==> src/rtl/tmr_recovery_ctrl.sv <==
// Recovery controller downstream of a TMR voter: resyncs a single faulty core or rolls all cores back to a checkpoint.
// Optional per-core fault counters are built only when TMR_FAULT_LOG_EN is defined.
module tmr_recovery_ctrl #(
  parameter int          CKPT_INTERVAL = 64,
  parameter int          RESYNC_CYCLES = 8,
  parameter int          SETTLE_CYCLES = 2,
  parameter int          MAX_ROLLBACK  = 3,
  parameter int          FAULT_CNT_W   = 8,
  parameter logic [31:0] PC_RESET      = 32'h0
) (
  input  logic                   clk,
  input  logic                   rst_in,
  input  logic [2:0]             Voter_state,
  input  logic [31:0]            PC_Top,
  output logic                   Stall,
  output logic [2:0]             Core_rst,
  output logic                   PC_Load,
  output logic [31:0]            PC_Override,
  output logic [1:0]             Faulty_core,
  output logic [FAULT_CNT_W-1:0] Fault_cnt_A,
  output logic [FAULT_CNT_W-1:0] Fault_cnt_B,
  output logic [FAULT_CNT_W-1:0] Fault_cnt_C,
  output logic                   Fatal
);

  localparam int CKPT_W  = $clog2(CKPT_INTERVAL + 1);
  localparam int RB_W    = $clog2(MAX_ROLLBACK + 1);
  localparam int TMR_MAX = (RESYNC_CYCLES > SETTLE_CYCLES) ? RESYNC_CYCLES : SETTLE_CYCLES;
  localparam int TMR_W   = $clog2(TMR_MAX + 1);

  localparam logic [CKPT_W-1:0] CKPT_LAST   = CKPT_W'(CKPT_INTERVAL - 1);
  localparam logic [RB_W-1:0]   RB_LIMIT    = RB_W'(MAX_ROLLBACK);
  localparam logic [TMR_W-1:0]  RESYNC_LAST = TMR_W'(RESYNC_CYCLES - 1);
  localparam logic [TMR_W-1:0]  SETTLE_LAST = TMR_W'(SETTLE_CYCLES - 1);

  typedef enum logic [2:0] {
    ST_NORMAL = 3'd0,
    ST_RESYNC = 3'd1,
    ST_RELOAD = 3'd2,
    ST_SETTLE = 3'd3,
    ST_FATAL  = 3'd4
  } state_t;

  typedef enum logic {
    MODE_SINGLE = 1'b0,
    MODE_ROLL   = 1'b1
  } mode_t;

  // Single-fault voter patterns name the odd core out; everything else maps to 0.
  function automatic logic [1:0] faulty_of(input logic [2:0] vs);
    logic [1:0] idx;
    case (vs)
      3'b010:  idx = 2'd1;
      3'b001:  idx = 2'd2;
      3'b100:  idx = 2'd3;
      default: idx = 2'd0;
    endcase
    return idx;
  endfunction

  function automatic logic [2:0] core_mask(input logic [1:0] idx);
    logic [2:0] mask;
    case (idx)
      2'd1:    mask = 3'b100;
      2'd2:    mask = 3'b010;
      2'd3:    mask = 3'b001;
      default: mask = 3'b000;
    endcase
    return mask;
  endfunction

  state_t             state_r, state_s;
  mode_t              mode_r, mode_s;
  logic [TMR_W-1:0]   timer_r, timer_s;
  logic [CKPT_W-1:0]  ckpt_cnt_r, ckpt_cnt_s;
  logic [RB_W-1:0]    rb_cnt_r, rb_cnt_s, rb_inc_s;
  logic [31:0]        ckpt_pc_r, ckpt_pc_s;
  logic [31:0]        cap_pc_r, cap_pc_s;
  logic [1:0]         faulty_s;

  logic               stall_s;
  logic [2:0]         core_rst_s;
  logic               pc_load_s;
  logic [31:0]        pc_override_s;
  logic               fatal_s;

  // Next-state, checkpoint and recovery bookkeeping.
  always_comb begin
    state_s    = state_r;
    mode_s     = mode_r;
    timer_s    = timer_r;
    ckpt_cnt_s = ckpt_cnt_r;
    rb_cnt_s   = rb_cnt_r;
    rb_inc_s   = rb_cnt_r + RB_W'(1);
    ckpt_pc_s  = ckpt_pc_r;
    cap_pc_s   = cap_pc_r;
    faulty_s   = Faulty_core;
    case (state_r)
      ST_NORMAL: begin
        case (Voter_state)
          3'b111: begin
            if (ckpt_cnt_r == CKPT_LAST) begin
              ckpt_pc_s  = PC_Top;
              ckpt_cnt_s = '0;
              rb_cnt_s   = '0;
            end else begin
              ckpt_cnt_s = ckpt_cnt_r + CKPT_W'(1);
            end
          end
          3'b010, 3'b001, 3'b100: begin
            cap_pc_s   = PC_Top;
            faulty_s   = faulty_of(Voter_state);
            ckpt_cnt_s = '0;
            mode_s     = MODE_SINGLE;
            timer_s    = '0;
            state_s    = ST_RESYNC;
          end
          default: begin
            faulty_s   = 2'd0;
            ckpt_cnt_s = '0;
            rb_cnt_s   = rb_inc_s;
            if (rb_inc_s >= RB_LIMIT) begin
              state_s = ST_FATAL;
            end else begin
              mode_s  = MODE_ROLL;
              timer_s = '0;
              state_s = ST_RESYNC;
            end
          end
        endcase
      end
      ST_RESYNC: begin
        if (timer_r == RESYNC_LAST) begin
          timer_s = '0;
          state_s = ST_RELOAD;
        end else begin
          timer_s = timer_r + TMR_W'(1);
        end
      end
      ST_RELOAD: begin
        timer_s = '0;
        if (SETTLE_CYCLES == 0) begin
          state_s = ST_NORMAL;
        end else begin
          state_s = ST_SETTLE;
        end
      end
      ST_SETTLE: begin
        if (timer_r == SETTLE_LAST) begin
          timer_s = '0;
          state_s = ST_NORMAL;
        end else begin
          timer_s = timer_r + TMR_W'(1);
        end
      end
      ST_FATAL: begin
        state_s = ST_FATAL;
      end
      default: begin
        state_s = ST_NORMAL;
      end
    endcase
  end

  // Output values decoded from the upcoming state so the registered outputs line up with it.
  always_comb begin
    stall_s       = 1'b0;
    core_rst_s    = 3'b000;
    pc_load_s     = 1'b0;
    fatal_s       = 1'b0;
    pc_override_s = PC_Override;
    case (state_s)
      ST_RESYNC: begin
        stall_s = 1'b1;
        if (mode_s == MODE_ROLL) begin
          core_rst_s = 3'b111;
        end else begin
          core_rst_s = core_mask(faulty_s);
        end
      end
      ST_RELOAD: begin
        stall_s   = 1'b1;
        pc_load_s = 1'b1;
        if (mode_s == MODE_ROLL) begin
          pc_override_s = ckpt_pc_r;
        end else begin
          pc_override_s = cap_pc_r;
        end
      end
      ST_FATAL: begin
        stall_s    = 1'b1;
        core_rst_s = 3'b111;
        fatal_s    = 1'b1;
      end
      default: begin
        stall_s = 1'b0;
      end
    endcase
  end

  // State, bookkeeping and output registers.
  always_ff @(posedge clk or posedge rst_in) begin
    if (rst_in) begin
      state_r     <= ST_NORMAL;
      mode_r      <= MODE_SINGLE;
      timer_r     <= '0;
      ckpt_cnt_r  <= '0;
      rb_cnt_r    <= '0;
      ckpt_pc_r   <= PC_RESET;
      cap_pc_r    <= PC_RESET;
      Faulty_core <= 2'd0;
      Stall       <= 1'b0;
      Core_rst    <= 3'b000;
      PC_Load     <= 1'b0;
      PC_Override <= 32'h0;
      Fatal       <= 1'b0;
    end else begin
      state_r     <= state_s;
      mode_r      <= mode_s;
      timer_r     <= timer_s;
      ckpt_cnt_r  <= ckpt_cnt_s;
      rb_cnt_r    <= rb_cnt_s;
      ckpt_pc_r   <= ckpt_pc_s;
      cap_pc_r    <= cap_pc_s;
      Faulty_core <= faulty_s;
      Stall       <= stall_s;
      Core_rst    <= core_rst_s;
      PC_Load     <= pc_load_s;
      PC_Override <= pc_override_s;
      Fatal       <= fatal_s;
    end
  end

`ifdef TMR_FAULT_LOG_EN
  logic [FAULT_CNT_W-1:0] cnt_a_r, cnt_b_r, cnt_c_r;
  logic [2:0]             hit_s;

  assign hit_s = (state_r == ST_NORMAL) ? core_mask(faulty_of(Voter_state)) : 3'b000;

  // Saturating per-core fault counters.
  always_ff @(posedge clk or posedge rst_in) begin
    if (rst_in) begin
      cnt_a_r <= '0;
      cnt_b_r <= '0;
      cnt_c_r <= '0;
    end else begin
      if (hit_s[2] && (cnt_a_r != '1)) begin
        cnt_a_r <= cnt_a_r + FAULT_CNT_W'(1);
      end
      if (hit_s[1] && (cnt_b_r != '1)) begin
        cnt_b_r <= cnt_b_r + FAULT_CNT_W'(1);
      end
      if (hit_s[0] && (cnt_c_r != '1)) begin
        cnt_c_r <= cnt_c_r + FAULT_CNT_W'(1);
      end
    end
  end

  assign Fault_cnt_A = cnt_a_r;
  assign Fault_cnt_B = cnt_b_r;
  assign Fault_cnt_C = cnt_c_r;
`else
  assign Fault_cnt_A = '0;
  assign Fault_cnt_B = '0;
  assign Fault_cnt_C = '0;
`endif

endmodule

==> config.mk <==
export PLATFORM = sky130hd
export DESIGN_NAME = tmr_recovery_ctrl
export DESIGN_NICKNAME = d
export VERILOG_FILES = /design/src/rtl/tmr_recovery_ctrl.sv
export SDC_FILE = /design/constraint.sdc
export NUM_CORES = 1
export LEC_CHECK = 0
export ABC_AREA = 1
export CORE_AREA = 2 2 142 89
export DETAILED_ROUTE_END_ITERATION = 12
export DIE_AREA = 0 0 144 91
export GPL_ROUTABILITY_DRIVEN = 0
export GPL_TIMING_DRIVEN = 0
export HOLD_SLACK_MARGIN = 0.05
export PLACE_DENSITY = 0.83
export SLEW_MARGIN = 15
export SYNTH_ARGS = -nofsm -noshare
export SYNTH_HDL_FRONTEND = slang
export SYNTH_SLANG_ARGS = --single-unit
==> constraint.sdc <==
create_clock -name clk -period 11.45 [get_ports clk]
set_input_delay 2.29 -clock clk [delete_from_list [all_inputs] [get_ports clk]]
set_output_delay 2.29 -clock clk [all_outputs]
set_load 0.05 [all_outputs]
==> flow_metrics.env <==
export IMPL_status="complete, no violations"
export IMPL_multiInputGateArea_um2=2100
export IMPL_synth_edf_count=0
export IMPL_fin_crit_ns=3.96
export IMPL_synthTopCellsByCount="nand2_1, dfrtp_1, inv_1"
export IMPL_ys_seq_area_frac=0.527
export IMPL_maxCapViolations=0
export IMPL_finalMaxSlewViolations=0
export IMPL_vias=4834
export IMPL_crit_cells=1
export IMPL_pre_cts_ws_ns=7.37
export IMPL_htree_levels=4
export IMPL_cp_cell_sequence="clkdlybuf4s50_1"
export IMPL_synth_ff_type="dfrtp_1"
export IMPL_first_pass_iters=8
export IMPL_ir_drop_uv=154
export IMPL_fmax_mhz=252
export IMPL_std_cell_rows=31
export IMPL_grt_pass1_wl_um=23000
export IMPL_clkSinkCount=121
export IMPL_async_flop_share=1.00
export IMPL_timing_critical_path_buf_inv=1
export IMPL_coreArea_um2=11800
export IMPL_nNetsFinal=839
export IMPL_cts_root_buffer="clkbuf_16"
export IMPL_cts_tree="built"
export IMPL_slew_headroom=0.577
export IMPL_ff_latch_area_um2=3030
export IMPL_reg2regPathDepth=6
export IMPL_yosysTopAreaCellShare=0.527
export IMPL_n_antenna_cell=0
export IMPL_worst_slack_ns=7.49
export IMPL_critical_path_max_stage_delay_ns=0.84
export IMPL_hold_viol_final=0
export IMPL_numCtsBuffers=17
export IMPL_r2r_slack_ns=9.51
export IMPL_crit_arrival_ns=1.67
export IMPL_clkTransAtPathRegs_ns=0.06
export IMPL_dieWidth_um=144
export IMPL_dieArea_um2=13100
export IMPL_r2r_end="Stall"
export IMPL_synth_area_leaders="dfrtp_1, nand2_1, inv_1"
export IMPL_crit_path_end="Faulty_core[0]"
export IMPL_io_pins=101
export IMPL_rr_startpoint="timer_r[0]"
export IMPL_cts_hold_buf=0
export IMPL_worst_path_max_fanout=4
export IMPL_synth_seq_cells=121
export IMPL_fillerInstances=953
export IMPL_synthCells=679
export IMPL_track_usage=0.225
export IMPL_yosys_area_top_type="dfrtp_1"
export IMPL_dp_hpwl_um=9040
export IMPL_wl_per_cell_um=14.0
export IMPL_area_growth_pct=30.4
export IMPL_routed_wl_um=13700
export IMPL_yosys_warnings=0
export IMPL_final_util=0.638
export IMPL_initial_core_util=0.489
export IMPL_grt_overflow=0
export IMPL_tightest_slew_ns=0.635
export IMPL_avgSynthCellArea_um2=8.47
export IMPL_yosysMostFrequentCell="nand2_1"
export IMPL_drc=0
export IMPL_end_kind="output port"
export IMPL_drt_iter0_drc=370
export IMPL_finalCritPeriodShare=0.346
export IMPL_finalSetupViolCount=0
export IMPL_crit_type="register to output port"
export IMPL_clk_path_buf_depth=2
export IMPL_finClkSkew_ns=0.0117
export IMPL_grt_pass1_vias=4604
export IMPL_required_ns=9.16
export IMPL_startpoint="Faulty_core[0]"
export IMPL_cts_setup_buffers=0
export IMPL_antenna_found_initial=0
export IMPL_die_h_um=91
export IMPL_viasPerCell=4.96
export IMPL_critPathLaunchType="register"
export IMPL_portBuffers=76
export IMPL_setup_tns_ns=0
export IMPL_p_leak_nw=3.88
export IMPL_cp_slowest_cell="clkdlybuf4s50_1"
export IMPL_synth_area_um2=5750
export IMPL_rsz0062_at_grt="false"
export IMPL_cts_resized_gates=0
export IMPL_ant_nets=0
export IMPL_drive_above_1_share=0.122
export IMPL_hold_path_class="register to register"
export IMPL_power_density_nw_per_um2=282
export IMPL_cp_top_family="buffers and inverters"
export IMPL_yosysUniqueCellTypes=33
export IMPL_clk_insertion_delay_late_ns=0.42
export IMPL_grt_max_degree=70
-- stage by stage --
step | std cells | instance area [µm²] | power, W | hold slack [ns]
2_1_floorplan | 702 | 5830 | 0.00125 | 0.450
3_3_place_gp | 943 | 6800 | 0.00149 | 0.462
3_5_place_dp | 944 | 6830 | 0.00151 | 0.465
4_1_cts | 975 | 7490 | 0.00212 | 0.480
5_1_grt | 975 | 7490 | 0.00223 | 0.499
6_report | 975 | 7490 | 0.00212 | 0.478
-- sequential cells by signal (all words and copies together) (netlist names), 2 cells and up --
signal,cells
Faulty_core,2
ckpt_pc_r,32
timer_r,4
Core_rst,3
ckpt_cnt_r,7
state_r,3
rb_cnt_r,2
cap_pc_r,32
PC_Override,32
-- worst min path at each step --
stage,cells after the start,startpoint,to,slack (ns)
finish,2,PC_Override[12],PC_Override[12],0.48
global route,2,ckpt_pc_r[0],ckpt_pc_r[0],0.50
CTS,2,PC_Override[12],PC_Override[12],0.48
detailed placement,2,PC_Override[12],PC_Override[12],0.46
global placement,2,ckpt_pc_r[10],ckpt_pc_r[10],0.46
floorplan,2,ckpt_pc_r[0],ckpt_pc_r[0],0.45
-- cells by family (layout without fill, tap and decap cells) --
logic type                 Yosys count  count (layout)  share of synthesized area
AOI/OAI and AO/OA                   82              82                     0.0751
adders and majority gates            4               4                    0.00871
and+or+nand+nor                    327             327                      0.265
xor gates and xnor gates             1               1                    0.00152
buffers and inverters              143             251                      0.123
other                                1              24                   0.000652
DFF                                121             121                      0.527
-- cells in the final DEF, fill, tap and decap left out, types with 3 or more instances in the layout --
cell	n
bufinv_16	5
clkbuf_1	5
nand2_4	3
dfrtp_1	121
inv_1	87
ha_1	4
nand3b_1	33
clkbuf_8	3
clkdlybuf4s50_1	76
buf_4	25
nor2_1	18
nand3_1	45
clkbuf_16	17
conb_1	24
buf_6	7
o21ai_1	60
a21oi_1	6
nor3_1	3
nand2_1	212
buf_2	14
nand3_2	3
a31oi_1	3
o21ai_0	8
-- per-layer routing --
layer  routed length (µm)  up-vias  GRT usage
met2                 6020      169      0.337
met4                  165        0     0.0719
met1                 6660     2312      0.330
met5                    0        -          0
met3                  823       13     0.0432
li1                     -     2340          -
-- power breakdown --
| group | leakage [nW] | internal, W | switching, W | total (W) |
|---|---|---|---|---|
| sequential | 1.55 | 0.000565 | 0.0000830 | 0.000648 |
| clock | 0.318 | 0.000403 | 0.000198 | 0.000601 |
| combinational | 2.00 | 0.000291 | 0.000577 | 0.000868 |
| total | 3.88 | 0.00126 | 0.000858 | 0.00212 |
-- layout make-up --
class | instances | share of cell area
plain buffers | 52 | 0.0481
clock buffers | 20 | 0.0623
clock inverters | 11 | 0.0257
inverters | 91 | 0.0466
multi-input cells | 438 | 0.281
flip-flops and latches | 121 | 0.404
well taps | 165 | 0.0276
repair buffers | 77 | 0.105
(Power assumes the default switching activity.)
==> RTL change 1: new RTL, same flow settings <==
Encoding of `state_t`: now Gray code (3 bits for 5 states).
--- a/src/rtl/tmr_recovery_ctrl.sv
+++ b/src/rtl/tmr_recovery_ctrl.sv
@@ -36,7 +36,7 @@
   typedef enum logic [2:0] {
-    ST_NORMAL = 3'd0,
-    ST_RESYNC = 3'd1,
-    ST_RELOAD = 3'd2,
-    ST_SETTLE = 3'd3,
-    ST_FATAL  = 3'd4
+    ST_NORMAL = 3'b000,
+    ST_RESYNC = 3'b001,
+    ST_RELOAD = 3'b011,
+    ST_SETTLE = 3'b010,
+    ST_FATAL  = 3'b110
   } state_t;
Formal check against the unedited RTL: same outputs for any inputs over 10 cycles, from zero or initial values and one cycle with rst_in high; not proved beyond that.
==> RTL change 1 against the unedited design <==
  * Clock skew grew 2.5 ps
  * Sequential cell count is the same
  * Register-to-register slack lost 50 ps
  * Power shrank 9.7%
  * Area after synthesis shrank 5.2%
  * Worst setup slack gained 54 ps
  * Final area shrank 5.1%
  * Wire length shrank 5.9%
  * Utilization shrank 3.2 points
  * Critical path type is now primary input to flip-flop
  * Critical endpoint is now ckpt_pc_r[15]
==> RTL change 1: results (changes against the unedited design) <==
Run status
  – Status: completed

Drt
  – Wire per inst: 13.5 µm (-3.4%)
  – Final WL: 12900 µm (-5.9%)

Place
  – Post-detail-place hpwl: 8850 µm (-2.1%)
  – Pre-CTS WS: 7110 ps (-259 ps)
  – DP Cell Count: 919 (-2.6%)
  – Area post-placement: 6540 µm² (-4.3%)

GRT
  – Global-route wire length before repair: 21800 µm (-5.1%)
  – Gr usage total: 21.2% (-1.3 points)

Critical path
  – Critical-path maximum fanout: 10 (+6)
  – RR Endpoint: ckpt_pc_r[15]
  – R2R Path Start: ckpt_cnt_r[0]
  – Worst reg2reg path depth: 7 (+1)
  – Gate family responsible for the most delay along the worst path: simple AND/OR/NAND/NOR gates
  – CP max stage delay: 560 ps (-280 ps)

Power and ir drop
  – P_seq: 0.000619 W (-4.5%)
  – Clock power frac: 27.3% (-1.1 points)
  – Switching pwr: 0.000792 W (-7.7%)
  – VDD IR max: 0.000145 V (-6.1%)

Yosys
  – Most instantiated cells after synthesis: 257 x nand2_1, 121 x dfrtp_1, 70 x o21ai_0
  – Synth unique cells: 32 (-3.0%)
  – Cells after synthesis: 654 (-3.7%)
  – Sequential share of the synthesized area: 55.5% (+2.9 points)
  – Ranking of synthesized cells by area: dfrtp_1 56%, nand2_1 18%, o21ai_0 6.4%, inv_1 4.1%, buf_4 3.7%

Layout
  – Layout cell share with drive strength beyond 1: 9.94% (-2.3 points)
[RTL change 1: changes by cell type in the layout (fill, tap and decap cells not counted), sizes merged, moves of 5 or more]
cell / before / now
buf: 47 / 39
clkbuf: 26 / 32
inv: 92 / 63
nand2: 219 / 260
nand3: 48 / 43
nand3b: 33 / 0
nor2: 20 / 13
[RTL change 1: logic make-up after synthesis]
| family | count (synthesis) | share of synthesized area, % |
|---|---|---|
| xor gates and xnor gates | 1 | 0.161 |
| AOI/OAI and AO/OA | 89 | 8.81 |
| buffers and inverters | 112 | 10.1 |
| DFF | 121 | 55.5 |
| and+or+nand+nor | 326 | 24.4 |
| other | 1 | 0.0688 |
| adders and majority gates | 4 | 0.918 |
[RTL change 1: routing by layer]
metal  part of all wire, %  track usage [%]  up-vias  wire length, µm
li1                      -                -     2247                -
met1                    47             29.9     2206             6090
met2                    46             32.8      134             5900
met3                   6.0             4.80       14              772
met4                  0.84             6.13        0              108
met5                     0                0        -                0
[RTL change 1: area by class of cell]
type,instances,area [µm²]
Inverter,60,230
Buffer,52,325
Sequential cell,121,3030
Tap cell,165,206
Timing Repair Buffer,77,788
Multi-Input combinational cell,444,1960
Clock inverter,13,146
Fill cell,1024,4640
Clock buffer,18,429
[RTL change 1: how the worst min path moves through the flow]
stage                          from               to  slack [ps]  cells after the start
finish                ckpt_cnt_r[5]    ckpt_cnt_r[5]         470                      1
CTS                   ckpt_cnt_r[5]    ckpt_cnt_r[5]         470                      1
global placement      ckpt_cnt_r[5]    ckpt_cnt_r[5]         460                      1
floorplan             ckpt_cnt_r[5]    ckpt_cnt_r[5]         430                      1
detailed placement    ckpt_cnt_r[5]    ckpt_cnt_r[5]         460                      1
global route        PC_Override[19]  PC_Override[19]         490                      2
==> RTL change 2: new RTL, config.mk and constraints unchanged <==
Without the edit above. Change the parameter `CKPT_INTERVAL` from 64 to 128.
--- a/src/rtl/tmr_recovery_ctrl.sv
+++ b/src/rtl/tmr_recovery_ctrl.sv
@@ -3,3 +3,3 @@
 module tmr_recovery_ctrl #(
-  parameter int          CKPT_INTERVAL = 64,
+  parameter int          CKPT_INTERVAL = 128,
   parameter int          RESYNC_CYCLES = 8,
Behaviour: same outputs for any inputs over 10 cycles, from zero or initial values and one cycle with rst_in high; that may be too few to reach the edited logic, so the function may still have changed.
==> RTL change 2 against the unedited design <==
  * Worst setup slack improved by 40 ps
  * Largest power group unchanged
  * Register-to-register slack barely moved
  * Wire length fell by 3.4%
  * Final area fell by 3.4%
  * Combinational power fell by 12%
  * Sequential share of layout area rose by 1.8 points
  * Global-route usage fell by 0.64 points
  * Sequential cell count rose by 1
  * Die area did not move
  * Fmax rose by 1.0%
  * Power fell by 9.6%
  * First-iteration DRC count fell by 4.6%
  * Critical path type unchanged
  * Area after synthesis fell by 2.9%
==> RTL change 2: results (changes against the unedited design) <==
Run status
  – Status: completed

GRT
  – Met1 Resource Use GR: 32.1% (-0.92 points)
  – Gr usage total: 21.8% (-0.64 points)
  – Global-route wire length before repair: 22400 µm (-2.6%)
  – Global Route met2 Usage: 31.7% (-1.9 points)
  – Vias in the first global route: 4673 (+1.5%)
  – Met3 usage: 5.85% (+1.5 points)
  – Largest net degree at the start of global routing: 86 (+23%)

Critical path
  – Crit. Startpoint: PC_Override[29]
  – Reg2reg setup slack: 9520 ps (about the same)
  – CP arrival: 1630 ps (-40 ps)

Yosys
  – Sequential share of the synthesized area: 54.7% (+2.0 points)
  – Synth Area in Adders: 0.897% (+0.026 points)
  – XOR/XNOR Fraction of Synth Area: 0.314% (+0.16 points)
  – Compound-Gate Fraction of Synth Area: 8.03% (+0.52 points)
  – Most instantiated cells after synthesis: 263 x nand2_1, 122 x dfrtp_1, 70 x o21ai_0

Power and ir drop
  – Int Pwr: 0.00113 W (-10%)
  – Leakage: 3.78 nW (-2.5%)
  – VDD IR max: 0.000139 V (-9.7%)

Layout
  – Post-layout utilization of the core: 61.6% (-2.2 points)
  – Area taken by multi-input logic gates: 2060 µm² (-2.0%)
  – Multi-In Gates: 465 (+6.2%)
  – Repair and plain buffers: 130 (+0.78%)
  – NumNets Final: 837 (-0.24%)
  – Layout cell share with drive strength beyond 1: 10.4% (-1.8 points)
  – Num sequential: 122 (+0.83%)
  – FF+latch area: 3050 µm² (+0.83%)
  – Final-layout fill cell count: 965 (+1.3%)
  – Clock-cell share: 7.88% (-0.92 points)
  – Layout non-clock buf frac: 15.4% (+0.091 points)

Place
  – Post-detail-place hpwl: 8800 µm (-2.6%)
  – Pre-CTS WS: 7320 ps (-46.6 ps)
  – DP Cell Count: 942 (-0.21%)
  – Area post-placement: 6670 µm² (-2.4%)

STA
  – Worst slew pin tran: 557 ps (-78.2 ps)
  – Fin crit share: 34.3% (-0.35 points)

Drt
  – Detailed-router iteration count before antenna repair: 5 (-3)
  – WL met3: 878 µm (+6.7%)
  – Via density: 4.88 (-1.5%)
  – Met1 WL: 6340 µm (-4.9%)
  – Initial drt markers: 353 (-4.6%)

Worst hold path
  – Hold_sp: PC_Override[9]
==> RTL change 2: cell count changes after synthesis, moves of 2 or more <==
cell	before	now
nand3b_1	33	0
nand3_2	3	0
a31oi_1	3	0
nand2_8	2	0
buf_6	7	2
nand3_1	45	50
inv_1	88	58
o21ai_1	60	1
nand2_1	212	263
o21ai_0	8	70
clkbuf_1	5	12
nor3_1	3	7
==> RTL change 2: power groups by stage <==
| stage | combinational [W] | sequential [W] | clock [W] |
|---|---|---|---|
| finish | 0.000767 | 0.000633 | 0.000514 |
| global route | 0.000832 | 0.000647 | 0.000543 |
| CTS | 0.000769 | 0.000631 | 0.000521 |
| detailed placement | 0.000760 | 0.000635 | 0 |
| global placement | 0.000744 | 0.000631 | 0 |
| floorplan | 0.000345 | 0.000817 | 0 |
==> RTL change 2: tightest hold or removal path, delay by kind of cell, from the launching register on <==
kind	cells	cell delay [ps]
DFF	1	340
and+or+nand+nor	2	110
